## src/rtl/rr_mux_pkg.sv

```systemverilog
// Shared types and helpers for the round-robin register mux (rr_mux_reg).
// Build option RR_MUX_FIXED_PRIO_EN is consumed by rr_arbiter and rr_mux_reg.
package rr_mux_pkg;

  typedef enum logic {
    ST_EMPTY = 1'b0,
    ST_FULL  = 1'b1
  } state_e;

  // Channel index width; a single channel still needs a 1-bit index.
  function automatic int clog2_min1(input int n);
    if (n > 1) begin
      return $clog2(n);
    end else begin
      return 1;
    end
  endfunction

endpackage

```

## src/rtl/rr_mux_reg_if.sv

```systemverilog
// Handshake bundle for rr_mux_reg: N request channels in, one registered word out.
// master = the side driving requests and out_ready; slave = the mux itself.
interface rr_mux_reg_if #(
  parameter int N     = 4,
  parameter int WIDTH = 32
);
  import rr_mux_pkg::*;

  localparam int SELW = clog2_min1(N);

  logic [N-1:0]       in_valid;
  logic [N*WIDTH-1:0] in_data;
  logic [N-1:0]       in_ready;
  logic               out_valid;
  logic [WIDTH-1:0]   out_data;
  logic [SELW-1:0]    out_sel;
  logic               out_ready;

  modport master (
    output in_valid, in_data, out_ready,
    input  in_ready, out_valid, out_data, out_sel
  );

  modport slave (
    input  in_valid, in_data, out_ready,
    output in_ready, out_valid, out_data, out_sel
  );

endinterface

```

## src/rtl/rr_arbiter.sv

```systemverilog
// Combinational request arbiter: round-robin from ptr, or fixed lowest-index
// priority when RR_MUX_FIXED_PRIO_EN is defined (ptr then ignored).
module rr_arbiter
  import rr_mux_pkg::*;
#(
  parameter int N    = 4,
  parameter int SELW = clog2_min1(N)
) (
  input  logic [N-1:0]    req,
  input  logic [SELW-1:0] ptr,
  output logic [N-1:0]    grant_onehot,
  output logic [SELW-1:0] grant_idx,
  output logic            any
);

  localparam logic [SELW:0] N_W = (SELW+1)'(N);

  logic [SELW:0]   base_s;
  logic [SELW:0]   idx_s;
  logic [SELW-1:0] idx_sel_s;
  logic            found_s;

`ifdef RR_MUX_FIXED_PRIO_EN
  assign base_s = {1'b0, ptr & {SELW{1'b0}}};
`else
  assign base_s = {1'b0, ptr};
`endif

  // Scan base, base+1, ... wrapping at N (not at 2**SELW); first requester wins
  always_comb begin
    grant_onehot = {N{1'b0}};
    grant_idx    = {SELW{1'b0}};
    found_s      = 1'b0;
    idx_s        = {(SELW+1){1'b0}};
    idx_sel_s    = {SELW{1'b0}};
    for (int k = 0; k < N; k++) begin
      idx_s = base_s + (SELW+1)'(k);
      if (idx_s >= N_W) begin
        idx_s = idx_s - N_W;
      end else begin
        idx_s = idx_s;
      end
      idx_sel_s = idx_s[SELW-1:0];
      if (!found_s && req[idx_sel_s]) begin
        found_s                 = 1'b1;
        grant_idx               = idx_sel_s;
        grant_onehot[idx_sel_s] = 1'b1;
      end else begin
        found_s = found_s;
      end
    end
  end

  assign any = found_s;

endmodule

```

## src/rtl/rr_mux_reg.sv

```systemverilog
// N-input round-robin mux with one registered output stage and winner index.
// Define RR_MUX_FIXED_PRIO_EN for fixed lowest-index priority (ptr held at 0).
module rr_mux_reg
  import rr_mux_pkg::*;
#(
  parameter int N     = 4,
  parameter int WIDTH = 32
) (
  input  logic        clk,
  input  logic        rst,
  rr_mux_reg_if.slave bus
);

  localparam int              SELW     = clog2_min1(N);
  localparam logic [SELW-1:0] LAST_IDX = SELW'(N-1);

  state_e           state_r;
  logic [WIDTH-1:0] data_r;
  logic [SELW-1:0]  sel_r;
  logic [SELW-1:0]  ptr_r;

  logic [N-1:0]     grant_onehot_s;
  logic [N-1:0]     ready_s;
  logic [SELW-1:0]  grant_idx_s;
  logic [SELW-1:0]  ptr_next_s;
  logic [WIDTH-1:0] sel_data_s;
  logic             any_s;
  logic             can_load_s;
  logic             xfer_s;

  rr_arbiter #(
    .N    (N),
    .SELW (SELW)
  ) u_arb (
    .req          (bus.in_valid),
    .ptr          (ptr_r),
    .grant_onehot (grant_onehot_s),
    .grant_idx    (grant_idx_s),
    .any          (any_s)
  );

  // Offer the slot to the granted channel only when the register can take a word
  always_comb begin
    can_load_s = (state_r == ST_EMPTY) || bus.out_ready;
    xfer_s     = 1'b0;
    ready_s    = {N{1'b0}};
    if (!rst && can_load_s && any_s) begin
      xfer_s  = 1'b1;
      ready_s = grant_onehot_s;
    end else begin
      xfer_s  = 1'b0;
      ready_s = {N{1'b0}};
    end
  end

  // AND-OR data select keyed by the one-hot grant
  always_comb begin
    sel_data_s = {WIDTH{1'b0}};
    for (int i = 0; i < N; i++) begin
      sel_data_s = sel_data_s | ({WIDTH{grant_onehot_s[i]}} & bus.in_data[i*WIDTH +: WIDTH]);
    end
  end

`ifdef RR_MUX_FIXED_PRIO_EN
  assign ptr_next_s = {SELW{1'b0}};
`else
  assign ptr_next_s = (grant_idx_s == LAST_IDX) ? {SELW{1'b0}} : grant_idx_s + SELW'(1);
`endif

  // Output-stage FSM: load on transfer, drain on out_ready, hold otherwise
  always_ff @(posedge clk) begin
    if (rst) begin
      state_r <= ST_EMPTY;
      data_r  <= {WIDTH{1'b0}};
      sel_r   <= {SELW{1'b0}};
      ptr_r   <= {SELW{1'b0}};
    end else if (xfer_s) begin
      state_r <= ST_FULL;
      data_r  <= sel_data_s;
      sel_r   <= grant_idx_s;
      ptr_r   <= ptr_next_s;
    end else begin
      case (state_r)
        ST_FULL:  state_r <= bus.out_ready ? ST_EMPTY : ST_FULL;
        ST_EMPTY: state_r <= ST_EMPTY;
        default:  state_r <= ST_EMPTY;
      endcase
    end
  end

  assign bus.in_ready  = ready_s;
  assign bus.out_valid = (state_r == ST_FULL);
  assign bus.out_data  = data_r;
  assign bus.out_sel   = sel_r;

endmodule

```

## src/flat_wrapper.sv

```systemverilog
// flat-port wrapper written by rule: the top's interface ports become plain ports
module rr_mux_reg_flat import rr_mux_pkg::*;
#(
  parameter int N     = 4,
  parameter int WIDTH = 32
)
  (clk, rst, bus_in_valid, bus_in_data, bus_out_ready, bus_in_ready, bus_out_valid, bus_out_data, bus_out_sel);
  rr_mux_reg_if #(.N(N), .WIDTH(WIDTH)) bus_i ();
  input  logic clk;
  input  logic rst;
  input wire logic [$bits(bus_i.in_valid)-1:0] bus_in_valid;
  input wire logic [$bits(bus_i.in_data)-1:0] bus_in_data;
  input wire logic [$bits(bus_i.out_ready)-1:0] bus_out_ready;
  output wire logic [$bits(bus_i.in_ready)-1:0] bus_in_ready;
  output wire logic [$bits(bus_i.out_valid)-1:0] bus_out_valid;
  output wire logic [$bits(bus_i.out_data)-1:0] bus_out_data;
  output wire logic [$bits(bus_i.out_sel)-1:0] bus_out_sel;
  assign bus_i.in_valid = bus_in_valid;
  assign bus_i.in_data = bus_in_data;
  assign bus_i.out_ready = bus_out_ready;
  assign bus_in_ready = bus_i.in_ready;
  assign bus_out_valid = bus_i.out_valid;
  assign bus_out_data = bus_i.out_data;
  assign bus_out_sel = bus_i.out_sel;
  rr_mux_reg #(.N(N), .WIDTH(WIDTH)) u_core (.clk(clk), .rst(rst), .bus(bus_i));
endmodule
```

## config.mk

```make
export PLATFORM = sky130hd
export DESIGN_NAME = rr_mux_reg_flat
export DESIGN_NICKNAME = d
export VERILOG_FILES = /design/src/rtl/rr_mux_pkg.sv /design/src/rtl/rr_mux_reg_if.sv /design/src/rtl/rr_arbiter.sv /design/src/rtl/rr_mux_reg.sv /design/src/flat_wrapper.sv
export SDC_FILE = /design/constraint.sdc
export NUM_CORES = 1
export LEC_CHECK = 0
export ABC_AREA = 1
export BUFFER_PORTS_ARGS = -buffer_cell sky130_fd_sc_hd__buf_2
export CORE_MARGIN = 2
export CORE_UTILIZATION = 44
export CTS_CLUSTER_SIZE = 40
export DETAILED_ROUTE_END_ITERATION = 16
export PLACE_DENSITY = 0.85
export SYNTH_ARGS = -nofsm -noshare
export SYNTH_HDL_FRONTEND = slang
export SYNTH_SLANG_ARGS = --single-unit
```

## constraint.sdc

```tcl
create_clock -name clk -period 2.5 [get_ports clk]
set_input_delay 0.125 -clock clk [delete_from_list [all_inputs] [get_ports clk]]
set_output_delay 0.125 -clock clk [all_outputs]
set_load 0.01 [all_outputs]
```

* Yosys cells after proc, flatten, opt, wreduce, memory -nomap -nowiden
Index checks and enable logic that the tools add are counted.
** Storage, ports and cells
- Register bits after elaboration :: 37
- Output and inout port bits :: 39
** Cells by class
- Add/sub/neg operators :: 8
- $lt $le $gt $ge :: 12
- Equal/unequal tests :: 1
- Mux-type cells :: 38
- Bitwise logic cells :: 11
- Reduce and logical (&&, ||, !) cells :: 14
** Operator list (count)
- $and A32 B32 Y32 :: 4
- $or A32 B32 Y32 :: 3
- $mux W4 :: 5
- $mux W2 :: 9
- $mux W1 :: 15
- $lt A2 B3 Y1 const B :: 4
- $or A4 B4 Y4 :: 3
- $ge A3 B3 Y1 const B :: 3
- $logic_and A1 B1 Y1 :: 9
- $bmux W1 S2 :: 4
- $demux W1 S2 :: 4
- $ge A2 B1 Y1 const B :: 4
- $sub A2 B1 Y2 const B :: 4
- $add A2 B2 Y3 const B :: 2
- $logic_not A1 Y1 :: 4
- $add A2 B1 Y3 const B :: 1
- $ge A2 B3 Y1 const B :: 1
- $add A2 B1 Y2 const B :: 1
- $eq A2 B2 Y1 const B :: 1
- $pmux W1 S2 :: 1
- $logic_or A1 B1 Y1 :: 1
- $not A1 Y1 :: 1

* Longest topological paths before layout
Gate-level depths: netlist (run 1).
- Word-level depth :: 18
- Mapped depth :: 14

* By module
A second synthesis (run 1) with hierarchy kept.
** Unflattened totals
- Cells, all modules :: 614
- Area total of the unflattened synthesis :: 3218.1 um^2
** Modules (own cells, without submodules)
- rr_mux_reg :: times used 1, cells each 540, area an instance 2777.7 um^2
- rr_arbiter :: times used 1, cells each 74, area an instance 440.4 um^2

* Worst setup path before layout (run 1)
Ideal clock, no wire load.
- Kind :: register to register
- Start :: register with a tool-made name
- End :: register u_core.data_r[20] (netlist: u_core.bus.out_data[20])
- Data arrival time :: 2024 ps
- Data required time :: 2384 ps
- Path slack :: 360 ps
- Cell stages (with the launch flop) :: 14
- Buffers on the path :: 1
- Clock period less this slack :: 2140 ps
- Path through :: dfxtp_1 > inv_2 > ha_1 > inv_1 > nand3_1 > nand2_1 > nor2_4 > a21oi_2 > nand3_2 > buf_6 > nand2_2 > nand3_1 > nor2_1 > nor2_2
** RTL lines
- end signal: assignment :: line rr_mux_reg.sv:74 : data_r <= {WIDTH{1'b0}};
- end signal: assignment :: line rr_mux_reg.sv:79 : data_r <= sel_data_s;
- end: declaration :: line rr_mux_reg.sv:18 : logic [WIDTH-1:0] data_r;

* Final worst setup path (run 1)
- Start :: register u_core.ptr_r[1]
- End :: output port bus_in_ready[3]
** Between the ends
- Cells in the longest elaborated chain, start to end :: 16
- Elaborated cells on any way between the ends :: 62
** Ends and longest elaborated chain
- start: declaration :: line rr_mux_reg.sv:20 : logic [SELW-1:0] ptr_r;
- start signal: assignment :: line rr_mux_reg.sv:76 : ptr_r <= {SELW{1'b0}};
- start signal: assignment :: line rr_mux_reg.sv:81 : ptr_r <= ptr_next_s;
- parallel branches: the longest is 15 deep, another holds $add A2 B1 Y3
- $mux W4 (*) :: line rr_mux_reg.sv:47 : if (!rst && can_load_s && any_s) begin
- end: declaration :: line flat_wrapper.sv:14 : output wire logic [$bits(bus_i.in_ready)-1:0] bus_in_ready;
Every way passes the cells marked *. The select of a mux whose other input is x is not followed.

==> reports/metrics.yaml, run 1 <==
top_usage_layer: "met2"
n_antenna_cell: 0
setup_tns_ns: 0
start_util: 0.452
cts_buffer_depth: 2
htreeDepth: 2
final_cells: 713
worstPathMaxFanout: 46
power_mw: 5.61
yosysWarningCount: 0
cts_sinks: 37
worst_path_most_repeated_cell: "inv_1"
portBuffers: 173
path_cells: "inv_1, ha_4, inv_1, nand3_1, nand2_1, nor2_8, nand3b_2, nand2_2, inv_2, buf_12, nand2_1, inv_1, buf_2"
antenna_found_initial: 0
synth_top_cell_area_share: 0.260
ir_drop_mv: 0.842
multi_input_area_um2: 1920
cp.required_ns: 2.38
netlist_area_um2: 2850
io_pins: 174
synth_fp_nets: 599
yosys-top-cells-area: "dfxtp_1 (26%), nand2_1 (21%), nand3_1 (8.6%), nand2_2 (7.9%), nor2_2 (6.6%)"
report.final.setup_viol: 0
drc: 0
routedWlPerCell_um: 11.8
drive_above_1_share: 0.447
syn_inst: 458
gr-total-overflow: 0
core-area_um2: 6310
nNetsFinal: 776
grt_max_degree: 47
drt_iter0_markers: 67
rows: 29
synth-edff-count: 0
cts_buffers: 5
hold_violations: 0
reg2reg_depth: 13
grt_setup_unrepaired: "no"
post-route-min-period_ns: 2.29
hpwl_um: 6600
drv_slew: 0
critical-path-top-delay-family: "simple AND/OR/NAND/NOR gates"
grt_pass1_vias: 3277
postSynth.asyncResetShare: 0
dr.pass1.iters: 4
grtUsageMet2: 0.474
hold_depth: 2
p_per_area_nw_per_um2: 1410
dp_cells: 699
holdPathEnd: "u_core.ptr_r[1]$_SDFFE_PP0P_"
cp.arrival_ns: 2.17
reg2reg_from: "u_core.ptr_r[1]$_SDFFE_PP0P_"
layout_commonest_cell: "buf_2"
mostFrequentLayoutCells: "buf_2 (173), nand2_1 (160), nand3_1 (49), nor2_1 (41)"
met1_usage: 0.249
min-delay-start: "rst"
ys_ff_latch: 37
die_h_um: 84.5
cp-end-kind: "output pin"
cts_tree: "done"
die_w_um: 84.5
worst_slack_ns: 0.205
fin_crit_sh: 0.918
clock_latency_ns: 0.28
tightest_slew_ns: 0.490
ant_nets: 0
design.die.area_um2: 7140
num_vias: 3494
crit_buf_inv: 6
synthFlopType: "dfxtp_1"
clockRootBuffer: "clkbuf_8"
cts_hold_buf: 0
synth_largest_area_cell: "dfxtp_1"
clkTransAtPathRegs_ns: 0.07
fill_cells: 612
avgSynthCellArea_um2: 6.23
grt_pass1_wl_um: 14000
syn_to_final_growth_pct: 39.3
hp-class: "primary input to flop"
yosysSeqAreaShare: 0.260
criticalPathCategory: "flop to output pin"
slew_headroom: 0.673
startpoint_type: "flop"
status: "finished clean"
via_per_inst: 4.90
routed_wl_um: 8440
synthDistinctLibCells: 27
seq_area_um2: 741
gp_congestion: 0.886
global_route.usage.met3: 0.0344
crit_slowest_cell: "dfxtp_1"
cap_violations: 0
ff2ff_setup_slack_ns: 0.42
skew_ns: 0.00325
critPathMaxStageDelay_ns: 0.33
fmax_mhz: 436
pre_cts_ws_ns: 0.186
grt_use_total: 0.233
leakage_nw: 2.11
==> registers in the layout (all words and copies together) (netlist names), named ones only <==
signal / cells
u_core.ptr_r: 1
u_core.bus.out_sel: 2
u_core.bus.out_data: 32
u_core.bus.out_valid: 1
==> kinds of logic after synthesis <==
kind of cell    Yosys count  share of synthesized area
flops                    37                      0.260
buf+inv                  41                     0.0790
compound gates           44                     0.0886
fa+ha+maj                 6                     0.0263
simple gates            330                      0.546
==> cell usage after synthesis, types with 3 or more instances <==
master and count:
a21boi_0 3, a21oi_1 34, buf_2 6, buf_4 9, buf_6 4, clkbuf_1 3, dfxtp_1 37, ha_1 6
inv_1 16, inv_2 3, nand2_1 161, nand2_2 36, nand3_1 49, nand3_2 4, nand4_1 3, nor2_1 41
nor2_2 30
==> cell type report <==
cell class	count	area share
timing repair buffer	192	0.266
multi-input combinational	380	0.484
clock inverter	2	0.00252
sequential	37	0.186
tap	77	0.0243
clock buffer	6	0.0183
inverter	19	0.0180
==> routing by layer <==
metal | vias to the layer above | routed length (µm)
li1 | 1806 | -
met2 | 114 | 4440
met5 | - | 0
met3 | 7 | 498
met1 | 1567 | 3410
met4 | 0 | 93
==> metrics by stage <==
step / utilization / hold WS [ns] / cell area (µm²)
6_report: 0.629 / 0.0957 / 3970
4_1_cts: 0.616 / 0.0817 / 3890
5_1_grt: 0.629 / 0.0878 / 3970
3_5_place_dp: 0.603 / 0.390 / 3810
3_3_place_gp: 0.603 / 0.374 / 3810
2_1_floorplan: - / 0.194 / 2850
==> worst max path at each step <==
| stage | end | depth (start not counted) | from |
|---|---|---|---|
| 2_1_floorplan | u_core.bus.out_data[20]$_SDFFE_PP0P_ | 13 | flop |
| 3_3_place_gp | u_core.bus.out_data[17]$_SDFFE_PP0P_ | 14 | flop |
| 3_5_place_dp | u_core.bus.out_data[22]$_SDFFE_PP0P_ | 14 | flop |
| 5_1_grt | bus_in_ready[3] | 13 | u_core.ptr_r[1]$_SDFFE_PP0P_ |
| 6_report | bus_in_ready[3] | 13 | u_core.ptr_r[1]$_SDFFE_PP0P_ |
| 4_1_cts | bus_in_ready[2] | 12 | flop |
==> power breakdown <==
group / switching, mW / internal [mW]
Clock: 0.206 / 0.193
Sequential: 0.143 / 0.887
Combinational: 2.52 / 1.66
Total: 2.87 / 2.74
==> what timing repair did <==
action	CTS	global route
buffers inserted	0	6
endpoints found under the hold margin	0	0
setup endpoints to repair	0	12
resized for setup	0	5
No activity file was read; power rests on OpenSTA's default activity.
==> run 2, diff against run 1 <==
--- a/config.mk
+++ b/config.mk
@@ -7,10 +7,13 @@
 export LEC_CHECK = 0
 export ABC_AREA = 1
 export BUFFER_PORTS_ARGS = -buffer_cell sky130_fd_sc_hd__buf_2
+export CELL_PAD_IN_SITES_DETAIL_PLACEMENT = 1
+export CELL_PAD_IN_SITES_GLOBAL_PLACEMENT = 2
 export CORE_MARGIN = 2
-export CORE_UTILIZATION = 44
+export CORE_UTILIZATION = 21
 export CTS_CLUSTER_SIZE = 40
 export DETAILED_ROUTE_END_ITERATION = 16
+export MAX_ROUTING_LAYER = met4
 export PLACE_DENSITY = 0.85
 export SYNTH_ARGS = -nofsm -noshare
 export SYNTH_HDL_FRONTEND = slang
==> constraint.sdc (replaced) <==
create_clock -name clk -period 2.6 [get_ports clk]
set_input_delay 0.13 -clock clk [delete_from_list [all_inputs] [get_ports clk]]
set_output_delay 0.13 -clock clk [all_outputs]
set_load 0.01 [all_outputs]
==> run 2 against run 1 <==
Compared with the run above:
- critical path depth stayed put
- largest power group unchanged
- hold slack improved by 0.0048 ns
- sequential share of layout area decreased by 0.84 points
- final cell count increased by 13%
==> reports/metrics.yaml, run 2 (synthesized netlist as in run 1, its figures left out) <==
status: "finished clean"
drive_above_1_share: 0.445
fill_cells: 1772
routed_wl_um: 11300
tightest_slew_ns: 0.585
startpoint_type: "flop"
die_w_um: 121
rows: 42
gp_congestion: 0.785
drt_iter0_markers: 125
leakage_nw: 2.13
routedWlPerCell_um: 13.9
p_sw_frac: 0.511
setup_tns_ns: 0
cts_buffers: 5
post-route-min-period_ns: 2.41
cts_buffer_depth: 2
hp-class: "primary input to flop"
slew_headroom: 0.610
grt_pass1_wl_um: 17800
num_vias: 3555
die_h_um: 121
post_cts_resized: 0
skew_ns: 0.00656
grt_pass1_vias: 3682
cap_violations: 0
n_antenna_cell: 0
core-area_um2: 13200
ir_drop_mv: 0.494
antenna_found_initial: 0
fin_crit_sh: 0.926
p_per_area_nw_per_um2: 1410
holdWs_ns: 0.100
io_pins: 174
intPower_mw: 2.86
syn_to_final_growth_pct: 45.9
fmax_mhz: 415
clkPwrFrac: 0.121
cp.required_ns: 2.47
clockRootBuffer: "clkbuf_16"
gr-total-overflow: 0
grt_max_degree: 45
nNetsFinal: 772
cts_sinks: 37
p_comb_frac: 0.707
ant_nets: 0
worstPathMaxFanout: 17
clkTransAtPathRegs_ns: 0.06
dr.pass1.iters: 4
grt_setup_unrepaired: "no"
largest_reg_flops: 32
cts_tree: "done"
htreeDepth: 2
mostFrequentLayoutCells: "buf_2 (173), nand2_1 (159), nand3_1 (49), nor2_1 (41), nand2_2 (38)"
cp-end-kind: "output pin"
start_util: 0.215
via_per_inst: 4.40
layout_commonest_cell: "buf_2"
cts_setup_buffers: 0
drv_slew: 0
cp.arrival_ns: 2.28
cts_hold_buf: 0
power_frac_seq: 0.172
hold_violations: 0
portBuffers: 173
p_switching_mw: 2.99
clock_latency_ns: 0.28
report.final.setup_viol: 0
grt_use_total: 0.158
design.die.area_um2: 14500
criticalPathCategory: "flop to output pin"
drc: 0
hpwl_um: 9100
[run 2: cell count changes in the layout (fill, tap and decap cells not counted), sizes merged]
cell	previous run	this run
buf	192	188
bufinv	0	1
clkbuf	6	5
clkinv	2	1
clkinvlp	0	1
[run 2: metrics by stage]
step                setup WS [ns]  utilization  area (µm²)  std cells  total power [mW]
global placement            0.450        0.300        3970        800              5.07
detailed placement          0.386        0.300        3970        800              5.19
CTS                        0.0803        0.313        4140        808              5.93
finish                      0.192        0.314        4160        808              5.85
global route              0.00250        0.314        4160        808              6.43
floorplan                   0.460            -        2850        458              3.82
[run 2: final cells by class]
cell class | instances | area, µm² | share of cell area
Clock inverter | 3 | 46.3 | 0.0111
Sequential cell | 37 | 741 | 0.178
Clock buffer | 5 | 125 | 0.0301
Tap cell | 176 | 220 | 0.0529
Inverter | 19 | 71.3 | 0.0171
Timing Repair Buffer | 188 | 1050 | 0.253
Multi-Input combinational cell | 380 | 1900 | 0.457
[run 2: per-layer routing]
metal  wire length, µm  GRT usage  up-vias
li1                  -          -     1790
met1              4860      0.182     1640
met2              5520      0.280      115
met3               758     0.0330       10
met4               135     0.0356        0
met5                 0          -        -
[run 2: power groups by stage]
stage	clock network (mW)	logic, mW	registers, mW
after floorplan	0	2.68	1.14
after global placement	0	4.06	1.01
after detailed placement	0	4.16	1.02
after CTS	0.738	4.18	1.01
after global routing	0.762	4.63	1.04
final	0.706	4.14	1.01
[run 2: final timing paths]
check                                      from                              endpoint  slack, ns  cells past startpoint
min reg2reg  u_core.bus.out_sel[0]$_SDFFE_PP0P_    u_core.bus.out_sel[0]$_SDFFE_PP0P_       0.47                      2
max                                        flop                       bus_in_ready[3]       0.19                     13
min                                         rst    u_core.bus.out_sel[0]$_SDFFE_PP0P_       0.10                      2
max reg2reg                                flop  u_core.bus.out_data[10]$_SDFFE_PP0P_       0.47                     13
[run 2: worst max-delay path, cell delays in order, from the launching register on]
cell     delay [ns]
dfxtp_1        0.35
inv_2          0.05
ha_1           0.34
inv_1          0.11
nand3_1        0.10
nand2_2        0.11
nand3_1        0.12
nor2_4         0.13
nand3_1        0.12
nand3_4        0.16
buf_12         0.16
nand2_1        0.05
inv_1          0.05
buf_2          0.12
==> run 3, diff against run 2 <==
--- a/config.mk
+++ b/config.mk
@@ -5,16 +5,15 @@
 export SDC_FILE = /design/constraint.sdc
 export NUM_CORES = 1
 export LEC_CHECK = 0
-export ABC_AREA = 1
 export BUFFER_PORTS_ARGS = -buffer_cell sky130_fd_sc_hd__buf_2
 export CELL_PAD_IN_SITES_DETAIL_PLACEMENT = 1
 export CELL_PAD_IN_SITES_GLOBAL_PLACEMENT = 2
 export CORE_MARGIN = 2
-export CORE_UTILIZATION = 21
+export CORE_UTILIZATION = 24
 export CTS_CLUSTER_SIZE = 40
 export DETAILED_ROUTE_END_ITERATION = 16
 export MAX_ROUTING_LAYER = met4
-export PLACE_DENSITY = 0.85
+export PLACE_DENSITY = 0.83
 export SYNTH_ARGS = -nofsm -noshare
 export SYNTH_HDL_FRONTEND = slang
 export SYNTH_SLANG_ARGS = --single-unit
==> run 3 against run 2 <==
Compared with the run above:
- utilization rose by 3.7 points
- clock power rose by 5.7%
- largest cell class unchanged
- register-to-register slack got worse by 0.35 ns
- design area rose by 23%
- clock-buffer cell count rose by 2
- synthesized cell count rose by 8.1%
- non-clock buffer count rose by 22
- routed wire length rose by 44%
==> reports/metrics.yaml, run 3 <==
status: "finished clean"
multi_input_area_um2: 2460
syn_inst: 495
grt_pass1_vias: 4588
pre_cts_ws_ns: 0.0666
cp.arrival_ns: 2.41
core-area_um2: 14600
drv_slew: 0
portBuffers: 173
gp_congestion: 0.861
synth_top_cell_area_share: 0.206
drc: 0
clockRootBuffer: "clkbuf_16"
drive_above_1_share: 0.390
worst_slack_ns: 0.0645
largest_reg_flops: 32
cts_buffer_depth: 2
skew_ns: 0.00257
cap_violations: 0
report.final.setup_viol: 0
netlist_top_cells_count: "nand2_1 (71), inv_1 (66), o221ai_1 (45), dfxtp_1 (37), o21ai_0 (36)"
die_w_um: 126
cp.required_ns: 2.47
crit_slowest_cell: "dfxtp_2"
die_h_um: 126
n_antenna_cell: 0
ant_nets: 0
rows: 44
syn_to_final_growth_pct: 42.8
tightest_slew_ns: 0.603
routedWlPerCell_um: 19.0
placed_cell_area_um2: 4740
grt_pass1_wl_um: 24700
cp-end-kind: "output pin"
start_util: 0.246
cts_tree: "done"
yosys-top-cells-area: "dfxtp_1 (21%), o221ai_1 (11%), o221ai_2 (7.9%), nand2_1 (7.4%), a22oi_1 (7.1%)"
critPathMaxStageDelay_ns: 0.34
criticalPathCategory: "flop to output pin"
num_vias: 4443
post-route-min-period_ns: 2.54
via_per_inst: 5.21
synth_fp_nets: 636
path_cells: "inv_2, ha_4, mux4_2, buf_6, nor3b_4, a21oi_2, nor3_4, a211oi_4, buf_12, nor2_1, buf_2"
cts_hold_buf: 0
drt_iter0_markers: 265
hpwl_um: 11700
synthFlopType: "dfxtp_1"
dr.pass1.iters: 4
power_mw: 3.73
netlist_area_um2: 3590
gr-total-overflow: 0
antenna_found_initial: 0
synth_largest_area_cell: "dfxtp_1"
grt_max_degree: 28
fin_crit_sh: 0.975
crit_buf_inv: 4
worstPathMaxFanout: 11
yosysWarningCount: 0
hold_violations: 0
cts_sinks: 37
htreeDepth: 2
clkTransAtPathRegs_ns: 0.06
fill_cells: 1830
startpoint_type: "flop"
critical-path-top-delay-family: "buffers and inverters"
ir_drop_mv: 0.268
avgSynthCellArea_um2: 7.25
setup_tns_ns: 0
p_per_area_nw_per_um2: 728
mostFrequentLayoutCells: "buf_2 (173), nand2_1 (71), inv_1 (64), o221ai_1 (45), o21ai_0 (36)"
synth_most_common_cell: "nand2_1"
synthDistinctLibCells: 43
finalInstanceArea_um2: 5120
design.die.area_um2: 16000
hp-class: "primary input to flop"
nNetsFinal: 809
io_pins: 174
grt_use_total: 0.200
cts_buffers: 5
leakage_nw: 2.39
clock_latency_ns: 0.29
yosysSeqAreaShare: 0.206
ys_ff_latch: 37
slew_headroom: 0.594
routed_wl_um: 16200
synth-edff-count: 0
grt_setup_unrepaired: "yes"
layout_commonest_cell: "buf_2"
seq_area_um2: 743
fmax_mhz: 394
postSynth.asyncResetShare: 0
run 3: cell count changes after synthesis, sizes merged, moves of 8 or more:
cell	delta
o21ai	+66
o221ai	+64
a21oi	-23
nand3	-52
nor2	-65
a22oi	+34
inv	+48
nand2	-128
nor2b	+8
clkbuf	+17
and2	+33
run 3: layout make-up:
class	instances	area share
clock buffers	7	0.0278
clock inverters	1	0.00586
inverters	67	0.0496
multi-input cells	347	0.480
flip-flops and latches	37	0.145
well taps	184	0.0449
repair buffers	210	0.246
run 3: timing repair:
item / in CTS / in global routing
gates cloned: 1 / 1
setup endpoints to repair: 3 / 33
pin swaps: 4 / 6
resized for setup: 6 / 15
setup buffers: 4 / 5
run 3: cell families (layout without fill, tap and decap cells):
family                     Yosys count  count (layout)  share of synthesized area
AOI/OAI and AO/OA                  194             194                      0.416
xor gates and xnor gates             2               2                    0.00488
muxes                                9               9                     0.0373
and+or+nand+nor                    136             136                      0.182
adders and majority gates            6               6                     0.0209
DFF                                 37              37                      0.206
buffers and inverters              111             285                      0.132
run 3: path summary, 6_finish.rpt:
kind | startpoint | cells past startpoint | slack, ns | to
setup / recovery | flop | 11 | 0.06 | bus_in_ready[2]
hold / removal | bus_in_data[93] | 3 | 0.13 | u_core.bus.out_data[29]$_SDFFE_PP0P_
setup reg to reg | u_core.ptr_r[1]$_SDFFE_PP0P_ | 8 | 0.12 | u_core.bus.out_data[15]$_SDFFE_PP0P_
hold reg to reg | u_core.bus.out_sel[1]$_SDFFE_PP0P_ | 2 | 0.46 | u_core.bus.out_sel[1]$_SDFFE_PP0P_
run 3: through the flow:
stage,utilization,hold WS (ns),cells
floorplan,-,0.324,495
global placement,0.325,0.420,834
detailed placement,0.325,0.431,834
CTS,0.342,0.122,847
global route,0.351,0.133,853
finish,0.351,0.126,853
run 3: power breakdown:
part	switching, mW	internal (mW)
combinational	1.22	0.941
clock	0.266	0.480
sequential	0.0888	0.741
run 3: per-layer routing:
metal	track usage	vias to the layer above	part of all wire
met5	-	-	0
met4	0.0582	0	0.016
met3	0.0308	18	0.044
met2	0.340	131	0.50
met1	0.246	2158	0.44
li1	-	2136	-
run 3: worst min-delay path: cells and delay by family:
kind | cells | cell delay, ns
simple gates | 1 | 0.04
buf+inv | 1 | 0.07
compound gates | 1 | 0.14
